--- src/rtl/adjust_mode_ctrl_pkg.sv ---
// rtl/adjust_mode_ctrl_pkg.sv - shared types and constants for the adjust-mode controller
package adjust_mode_ctrl_pkg;

  typedef enum logic {
    ST_IDLE   = 1'b0,
    ST_ADJUST = 1'b1
  } state_e;

  localparam int BTN_C    = 0;
  localparam int BTN_L    = 1;
  localparam int BTN_R    = 2;
  localparam int BTN_U    = 3;
  localparam int BTN_D    = 4;
  localparam int NUM_BTNS = 5;

  // field0=min, field1=hr, field2=alarm min, field3=alarm hr
  localparam logic [23:0] DEFAULT_MAX_VALUES = {6'd23, 6'd59, 6'd23, 6'd59};

endpackage

--- src/rtl/btn_edge_repeat.sv ---
// rtl/btn_edge_repeat.sv - registered press edge with optional hold-to-auto-repeat
module btn_edge_repeat #(
  parameter int REPEAT_DLY  = 50,
  parameter int REPEAT_RATE = 10
) (
  input  logic clk,
  input  logic rst,
  input  logic tick,
  input  logic level,
  input  logic en,
  output logic step
);

  // REPEAT_DLY of 0 turns the block into a plain edge detector
  localparam int CW     = $clog2(REPEAT_DLY + 2);
  localparam int RELOAD = (REPEAT_DLY > REPEAT_RATE) ? REPEAT_DLY - REPEAT_RATE : 0;

  logic          prev_q, prev_d;
  logic          step_q, step_d;
  logic [CW-1:0] cnt_q, cnt_d;
  logic          fire;

  always_comb begin
    prev_d = level;
    cnt_d  = cnt_q;
    fire   = 1'b0;
    if (!level || !en || (REPEAT_DLY == 0)) begin
      cnt_d = '0;
    end else if (tick) begin
      if (cnt_q == CW'(REPEAT_DLY - 1)) begin
        fire  = 1'b1;
        cnt_d = CW'(RELOAD);
      end else begin
        cnt_d = cnt_q + 1'b1;
      end
    end
    step_d = en & ((level & ~prev_q) | fire);
  end

  always_ff @(posedge clk) begin
    if (rst) begin
      prev_q <= 1'b0;
      step_q <= 1'b0;
      cnt_q  <= '0;
    end else begin
      prev_q <= prev_d;
      step_q <= step_d;
      cnt_q  <= cnt_d;
    end
  end

  assign step = step_q;

endmodule

--- src/rtl/adjust_mode_ctrl.sv ---
// rtl/adjust_mode_ctrl.sv - button-driven edit of clock/alarm fields with blink and commit
module adjust_mode_ctrl
  import adjust_mode_ctrl_pkg::*;
#(
  parameter int                          NUM_FIELDS  = 4,
  parameter int                          FIELD_W     = 6,
  parameter logic [NUM_FIELDS*FIELD_W-1:0] MAX_VALUES = DEFAULT_MAX_VALUES,
  parameter int                          REPEAT_DLY  = 50,
  parameter int                          REPEAT_RATE = 10,
  parameter int                          BLINK_HALF  = 25
) (
  input  logic                          clk,
  input  logic                          rst,
  input  logic                          tick,
  input  logic                          c,
  input  logic                          l,
  input  logic                          r,
  input  logic                          u,
  input  logic                          d,
  input  logic [NUM_FIELDS*FIELD_W-1:0] fields_in,
  output logic [NUM_FIELDS*FIELD_W-1:0] fields_out,
  output logic [$clog2(NUM_FIELDS)-1:0] sel,
  output logic                          adj_active,
  output logic [NUM_FIELDS-1:0]         blank_mask,
  output logic                          commit
);

  localparam int SEL_W = $clog2(NUM_FIELDS);
  localparam int BW    = $clog2(BLINK_HALF + 1);

  state_e                        state_q, state_d;
  logic [NUM_FIELDS*FIELD_W-1:0] fields_q, fields_d;
  logic [SEL_W-1:0]              sel_q, sel_d;
  logic                          phase_q, phase_d;
  logic [BW-1:0]                 bcnt_q, bcnt_d;
  logic                          commit_q, commit_d;

  logic [NUM_BTNS-1:0] lvl, step;
  logic [FIELD_W-1:0]  cur, cur_max;
  logic                blink_rst;

  always_comb begin
    lvl        = '0;
    lvl[BTN_C] = c;
    lvl[BTN_L] = l;
    lvl[BTN_R] = r;
    lvl[BTN_U] = u;
    lvl[BTN_D] = d;
  end

  btn_edge_repeat #(.REPEAT_DLY(0), .REPEAT_RATE(1)) u_btn_c (
    .clk(clk), .rst(rst), .tick(tick), .level(lvl[BTN_C]), .en(1'b1), .step(step[BTN_C]));
  btn_edge_repeat #(.REPEAT_DLY(0), .REPEAT_RATE(1)) u_btn_l (
    .clk(clk), .rst(rst), .tick(tick), .level(lvl[BTN_L]), .en(1'b1), .step(step[BTN_L]));
  btn_edge_repeat #(.REPEAT_DLY(0), .REPEAT_RATE(1)) u_btn_r (
    .clk(clk), .rst(rst), .tick(tick), .level(lvl[BTN_R]), .en(1'b1), .step(step[BTN_R]));
  // holding the opposite direction suppresses steps and clears the hold count
  btn_edge_repeat #(.REPEAT_DLY(REPEAT_DLY), .REPEAT_RATE(REPEAT_RATE)) u_btn_u (
    .clk(clk), .rst(rst), .tick(tick), .level(lvl[BTN_U]), .en(~lvl[BTN_D]), .step(step[BTN_U]));
  btn_edge_repeat #(.REPEAT_DLY(REPEAT_DLY), .REPEAT_RATE(REPEAT_RATE)) u_btn_d (
    .clk(clk), .rst(rst), .tick(tick), .level(lvl[BTN_D]), .en(~lvl[BTN_U]), .step(step[BTN_D]));

  always_comb begin
    state_d   = state_q;
    fields_d  = fields_q;
    sel_d     = sel_q;
    phase_d   = phase_q;
    bcnt_d    = bcnt_q;
    commit_d  = 1'b0;
    blink_rst = 1'b0;
    cur       = fields_q[sel_q*FIELD_W +: FIELD_W];
    cur_max   = MAX_VALUES[sel_q*FIELD_W +: FIELD_W];

    case (state_q)
      ST_IDLE: begin
        fields_d = fields_in;
        if (step[BTN_C]) begin
          state_d   = ST_ADJUST;
          sel_d     = '0;
          blink_rst = 1'b1;
        end
      end
      ST_ADJUST: begin
        if (step[BTN_C]) begin
          state_d  = ST_IDLE;
          commit_d = 1'b1;
        end else if (step[BTN_L] || step[BTN_R]) begin
          if (step[BTN_R] && !step[BTN_L]) begin
            sel_d     = (sel_q == SEL_W'(NUM_FIELDS - 1)) ? '0 : sel_q + 1'b1;
            blink_rst = 1'b1;
          end else if (step[BTN_L] && !step[BTN_R]) begin
            sel_d     = (sel_q == '0) ? SEL_W'(NUM_FIELDS - 1) : sel_q - 1'b1;
            blink_rst = 1'b1;
          end
        end else if (step[BTN_U] && !step[BTN_D]) begin
          fields_d[sel_q*FIELD_W +: FIELD_W] = (cur == cur_max) ? '0 : cur + 1'b1;
          blink_rst = 1'b1;
        end else if (step[BTN_D] && !step[BTN_U]) begin
          fields_d[sel_q*FIELD_W +: FIELD_W] = (cur == '0) ? cur_max : cur - 1'b1;
          blink_rst = 1'b1;
        end
      end
      default: state_d = ST_IDLE;
    endcase

    if (blink_rst || state_q != ST_ADJUST) begin
      phase_d = 1'b0;
      bcnt_d  = '0;
    end else if (tick) begin
      if (bcnt_q == BW'(BLINK_HALF - 1)) begin
        bcnt_d  = '0;
        phase_d = ~phase_q;
      end else begin
        bcnt_d = bcnt_q + 1'b1;
      end
    end
  end

  always_ff @(posedge clk) begin
    if (rst) begin
      state_q  <= ST_IDLE;
      fields_q <= '0;
      sel_q    <= '0;
      phase_q  <= 1'b0;
      bcnt_q   <= '0;
      commit_q <= 1'b0;
    end else begin
      state_q  <= state_d;
      fields_q <= fields_d;
      sel_q    <= sel_d;
      phase_q  <= phase_d;
      bcnt_q   <= bcnt_d;
      commit_q <= commit_d;
    end
  end

  always_comb begin
    blank_mask = '0;
    if (state_q == ST_ADJUST && phase_q) blank_mask[sel_q] = 1'b1;
  end

  assign fields_out = fields_q;
  assign sel        = sel_q;
  assign adj_active = (state_q == ST_ADJUST);
  assign commit     = commit_q;

endmodule

--- config.mk ---
export PLATFORM = sky130hd
export DESIGN_NAME = adjust_mode_ctrl
export DESIGN_NICKNAME = d
export VERILOG_FILES = /design/src/rtl/adjust_mode_ctrl_pkg.sv /design/src/rtl/btn_edge_repeat.sv /design/src/rtl/adjust_mode_ctrl.sv
export SDC_FILE = /design/constraint.sdc
export NUM_CORES = 1
export LEC_CHECK = 0
export BUFFER_PORTS_ARGS = -buffer_cell sky130_fd_sc_hd__buf_4
export CAP_MARGIN = 20
export CORE_MARGIN = 3
export CORE_UTILIZATION = 55
export CTS_BUF_LIST = sky130_fd_sc_hd__clkbuf_8
export CTS_CLUSTER_DIAMETER = 100
export DETAILED_ROUTE_END_ITERATION = 10
export GPL_ROUTABILITY_DRIVEN = 0
export GPL_TIMING_DRIVEN = 0
export PLACE_DENSITY = 0.88
export SLEW_MARGIN = 15
export SYNTH_ARGS = -nofsm -noshare
export SYNTH_HDL_FRONTEND = slang
export SYNTH_SLANG_ARGS = --single-unit
export TNS_END_PERCENT = 100
--- constraint.sdc ---
create_clock -name clk -period 3.1 [get_ports clk]
set_clock_uncertainty 0.1 [all_clocks]
set_input_delay 0.155 -clock clk [delete_from_list [all_inputs] [get_ports clk]]
set_output_delay 0.155 -clock clk [all_outputs]
set_load 0.01 [all_outputs]
; Word level (Yosys, flattened, before mapping)
; Cells that the tools add are included.
[totals]
reg_bits = 56
input_bits = 32
out_inout_bits = 32
elab_cells = 127
[classes]
add_sub_neg = 8
multipliers = 1
order_cmp = 2
eq_ne = 11
n_shift = 5
mux = 39
bitwise = 18
n_reduce_logical = 25
[ops]
columns = cell, count
row1 = $mux 24, 4
row2 = $shiftx 6x34->24, 2
row3 = $bwmux 24, 2
row4 = $pmux 24 s2, 1
row5 = $neg 5->34, 1
row6 = $shift 6x34->24 const A, 1
row7 = $mux 6, 4
row8 = $shiftx 24x6->6, 1
row9 = $shiftx 24x6->6 const A, 1
row10 = $add 6x1->6 const B, 3
row11 = $mux 1, 15
row12 = $mux 2, 7
row13 = $eq 6x6->1 const B, 2
row14 = $not 1->1, 9
row15 = $reduce_or 2->1, 4
row16 = $and 1x1->1, 7
row17 = $eq 6x6->1, 1
row18 = $logic_and 1x1->1, 6
row19 = $logic_not 1->1, 6
row20 = $logic_not 6->1, 1
row21 = $ne 3x1->1 const B, 2
row22 = $sub 6x1->6 const B, 1
row23 = $add 5x1->5 const B, 1
row24 = $eq 5x5->1 const B, 1
row25 = 19 further kinds, 26

; Longest topological paths before layout
[depth]
ltp_word = 11
ltp_mapped = 12
ltp_nobuf = 10

; By module
; From an unflattened synthesis, not the netlist that was laid out.
[hier_totals]
hier_cells = 500
area_unflattened_um2 = 4065.1
[modules_own_cells]
columns = module, instances, cells_each, area_each_um2, seq_area_each_um2
row1 = adjust_mode_ctrl, 1, 412, 3118.0, 680.7
row2 = btn_edge_repeat at u_btn_d ..., 2, 38, 381.6, 160.2
row3 = btn_edge_repeat at u_btn_c ..., 3, 4, 61.3, 40.0

; Worst setup path after synthesis
; Ideal clock, no wire load.
[synth_timing]
path_type = register -> register
from = register sel_q[0] (netlist: sel[0])
to = register fields_q[6] (netlist: fields_out[6])
setup_time_ps = 91
t_arrival_ps = 2717
required_time_ps = 2909
slack_ps = 192
stages_incl_launch_ff = 12
n_path_buf = 2
synth_period_minus_slack_ps = 2908
path_cell_list = dfxtp_1 > buf_6 > mux4_2 > ha_1 > clkbuf_1 > nor2b_1 > o211ai_1 > o31a_1 > nand4_1 > a21oi_1 > o21ai_0 > a311oi_1
[synth_between]
elab_chain_cells = 11
word_cells_on_any_way = 20
cone_classes = 3 x add/sub / 1 x mul / 1 x eq/ne / 5 x shift / 9 x mux / 1 x reduce/logical
[synth_lines]
columns = item, line_no
row1 = start: declaration, adjust_mode_ctrl.sv:33  ; logic [SEL_W-1:0] sel_q, sel_d;
row2 = start signal: assignment, adjust_mode_ctrl.sv:130  ; sel_q <= sel_d;
row3 = $mul 2x2->4 (*), --
row4 = $shiftx 24x6->6, adjust_mode_ctrl.sv:71  ; cur = fields_q[sel_q*FIELD_W +: FIELD_W];
row5 = $sub 6x1->6 or $logic_not 6->1 (tied branches), adjust_mode_ctrl.sv:99  ; fields_d[sel_q*FIELD_W +: FIELD_W] = (cur == '0) ? cur_max : cur - 1'b1;
row6 = $mux 6, adjust_mode_ctrl.sv:99
row7 = $shiftx 6x34->24, adjust_mode_ctrl.sv:99
row8 = $bwmux 24, adjust_mode_ctrl.sv:99
row9 = $mux 24, adjust_mode_ctrl.sv:98  ; end else if (step[BTN_D] && !step[BTN_U]) begin
row10 = $mux 24 (*), adjust_mode_ctrl.sv:95  ; end else if (step[BTN_U] && !step[BTN_D]) begin
row11 = $mux 24 (*), adjust_mode_ctrl.sv:87  ; end else if (step[BTN_L] || step[BTN_R]) begin
row12 = $mux 24 (*), adjust_mode_ctrl.sv:84  ; if (step[BTN_C]) begin
row13 = $pmux 24 s2 (*), adjust_mode_ctrl.sv:74  ; case (state_q)
row14 = end signal: assignment, adjust_mode_ctrl.sv:129  ; fields_q <= fields_d;
row15 = end: declaration, adjust_mode_ctrl.sv:32  ; logic [NUM_FIELDS*FIELD_W-1:0] fields_q, fields_d;
; Mark *: on every way between the ends. The rest lies on a longest branch, timed or not. The select of a mux whose other input is x is not followed.
; A chain may end at the register's enable or synchronous reset.

; Final worst setup path
[layout_timing]
from = register sel_q[0] (netlist: sel[0])
to = register fields_q[9] (netlist: fields_out[9])
; The elaborated chain is that of the path after synthesis.

==> results.json <==
{
  "synth_cell_type_count": 62,
  "grt_antenna_before_repair": 0,
  "finalSetupViolations": 0,
  "p_leak_nw": 1.94,
  "clkPwrFrac": 0.251,
  "num_rows": 30,
  "whs_path_depth": 2,
  "reg2reg_depth": 10,
  "power.internal_mw": 1.42,
  "tightest_slew_ns": 0.767,
  "switching_power_mw": 0.792,
  "cts.htree.levels": 2,
  "worstPathArrival_ns": 3.20,
  "syn_area_per_cell_um2": 8.00,
  "finalWorstSetupSlack_ns": 0.0215,
  "rsz0062_at_grt": "true",
  "required_ns": 3.23,
  "p_seq_frac": 0.380,
  "cts_sinks": 56,
  "power-per-cell-area_nw_per_um2": 448,
  "vdd_drop_max_uv": 243,
  "switching_share": 0.358,
  "grt_pass1_wl_mm": 20.7,
  "path_delay_family": "compound AO/OA/AOI/OAI gates",
  "nets": 624,
  "drt-total-wl_mm": 13.8,
  "dr_total_vias": 4596,
  "post_dp_cell_area_um2": 4520,
  "hold_viol": 0,
  "vias_per_cell": 6.89,
  "path_depth": 10,
  "grt.overflow.total": 0,
  "slew_headroom": 0.484,
  "start_util": 0.572,
  "die_w_um": 90.5,
  "hp-class": "input port to flop",
  "yosysSeqAreaShare": 0.285,
  "clk_latency_ns": 0.32,
  "ioPinCount": 64,
  "drive_gt1_frac": 0.238,
  "ys_ff_latch": 56,
  "ant_nets": 0,
  "dr.pass1.iters": 7,
  "path_clk_slew_ns": 0.10,
  "path_max_fanout": 8,
  "postLayoutCoreUtil": 0.719,
  "die_y_um": 90.5,
  "async_flop_share": 0,
  "remaining_drc_errors": 0,
  "grt_pass1_vias": 4236,
  "root_buffer": "clkbuf_8",
  "core_area_um2": 6870,
  "area_growth_syn_to_layout_pct": 25.7,
  "cts_buffers": 5,
  "max_freq_mhz": 325,
  "portBuffers": 63,
  "dpl.hpwl_mm": 9.63,
  "max_stage_delay_ns": 0.60,
  "crit_path_end_kind": "flop",
  "grt_max_degree": 17,
  "status": "complete, no violations",
  "final_cell_mix": "74 x buf_4, 60 x nor2_1, 54 x dfxtp_1",
  "fin_crit_ns": 3.08,
  "path_cells": "buf_12 > mux4_2 > ha_4 > nor2b_1 > o211ai_1 > o31a_1 > a31oi_1 > a21oi_2 > o21ai_0 > a311oi_1",
  "yosys_warnings": 0,
  "cp-start-kind": "flop",
  "dr.first_iter.drc_count": 737,
  "synth_nets": 544,
  "fin_crit_sh": 0.993,
  "antennaDiodeCount": 0,
  "dieArea_um2": 8190,
  "power_frac_comb": 0.369,
  "design_area_um2": 4940,
  "cp_slowest_cell": "mux4_2",
  "cts_tree": "yes",
  "grt_use_total": 0.309,
  "syn_inst": 491,
  "synth_top_flop_cell": "dfxtp_1",
  "slew_viol_final": 0,
  "final_common_cell": "buf_4",
  "holdWs_ns": 0.0121,
  "synth_enable_flop_cells": 0,
  "wire_per_inst_um": 20.7,
  "pre_cts_ws_ns": -0.596,
  "maxCapViolations": 0,
  "nFillCells": 508,
  "syn_area_um2": 3930,
  "clk_path_buf_depth": 2,
  "crit_buf_inv": 1,
  "crit_type": "flop to flop"
}
[Yosys cell counts (9+ instances only)]
master / n / area share
ha_1: 21 / 0.067
nor3_1: 16 / 0.020
a21oi_1: 20 / 0.025
dfxtp_1: 56 / 0.29
a311oi_1: 11 / 0.025
a31oi_1: 9 / 0.014
nand4_1: 11 / 0.018
nand3_1: 10 / 0.013
nor2_1: 61 / 0.058
clkbuf_1: 19 / 0.018
o21ai_0: 31 / 0.039
inv_1: 22 / 0.021
a211oi_1: 13 / 0.025
xor2_1: 14 / 0.031
nand2_1: 37 / 0.035
nor2b_1: 16 / 0.025
[stage by stage]
step	setup TNS, ns	instances	total power, mW
after floorplan	0	491	1.27
final	0	667	2.21
after global placement	-6.19	650	1.50
after detailed placement	-7.92	650	1.52
after CTS	0	661	2.09
after global routing	-0.234	667	2.27
[registers in the layout, indices dropped and copies added (netlist names), 2 cells and up]
signal	count
u_btn_d.cnt_q	6
fields_out	24
u_btn_u.cnt_q	6
bcnt_q	5
sel	2
[per-layer routing]
layer	vias up	GRT usage	wire, um
li1	1956	-	-
met5	-	0	0
met3	122	0.0575	1860
met1	2073	0.392	5000
met2	445	0.498	6030
met4	0	0.163	934
[repair_timing]
item                                   in CTS  in global routing
setup endpoints to repair                  24                 22
endpoints found under the hold margin       4                  0
hold buffers                                3                  0
buffers inserted                            3                  6
gates resized for setup                    20                 35
pin swaps                                   2                 14
[cell families after synthesis]
family	Yosys count	share of synthesized area
AO/OA/AOI/OAI	135	0.239
adder cells (fa/ha/maj)	21	0.0669
XOR/XNOR	22	0.0490
multiplexers	18	0.0662
flip-flops	56	0.285
buffers and inverters	51	0.0525
AND/OR/NAND/NOR	188	0.241
[final timing paths]
| kind | slack, ns | start | end |
|---|---|---|---|
| setup reg to reg | 0.02 | sel[0] | fields_out[9] |
| hold / removal | 0.01 | l | u_btn_l.prev_q |
| hold reg to reg | 0.30 | u_btn_c.prev_q | u_btn_c.step |
| setup / recovery | 0.02 | sel[0] | fields_out[9] |
[final cells by class]
class                      instances  area [um^2]  share of cell area
multi-input combinational        384         2770               0.561
sequential                        56         1130               0.229
timing repair buffer              75          571               0.116
buffer                            27          136              0.0276
tap                               96          120              0.0243
inverter                          22         82.6              0.0167
clock buffer                       5         68.8              0.0139
clock inverter                     2         60.1              0.0122
[worst reg2reg max path, cell delays in order, from the launching register on]
cell and delay (ns):
dfxtp_4 0.39, buf_12 0.14, mux4_2 0.60, ha_4 0.22, nor2b_1 0.14, o211ai_1 0.12, o31a_1 0.36, a31oi_1 0.19
a21oi_2 0.27, o21ai_0 0.16, a311oi_1 0.29
[power groups by stage]
| stage | Sequential [mW] | Clock (mW) | Combinational, mW |
|---|---|---|---|
| finish | 0.839 | 0.556 | 0.816 |
| floorplan | 0.845 | 0 | 0.428 |
| global route | 0.840 | 0.569 | 0.861 |
| CTS | 0.833 | 0.551 | 0.707 |
| global placement | 0.847 | 0 | 0.652 |
| detailed placement | 0.850 | 0 | 0.669 |
No activity file was read; power rests on OpenSTA's default activity.
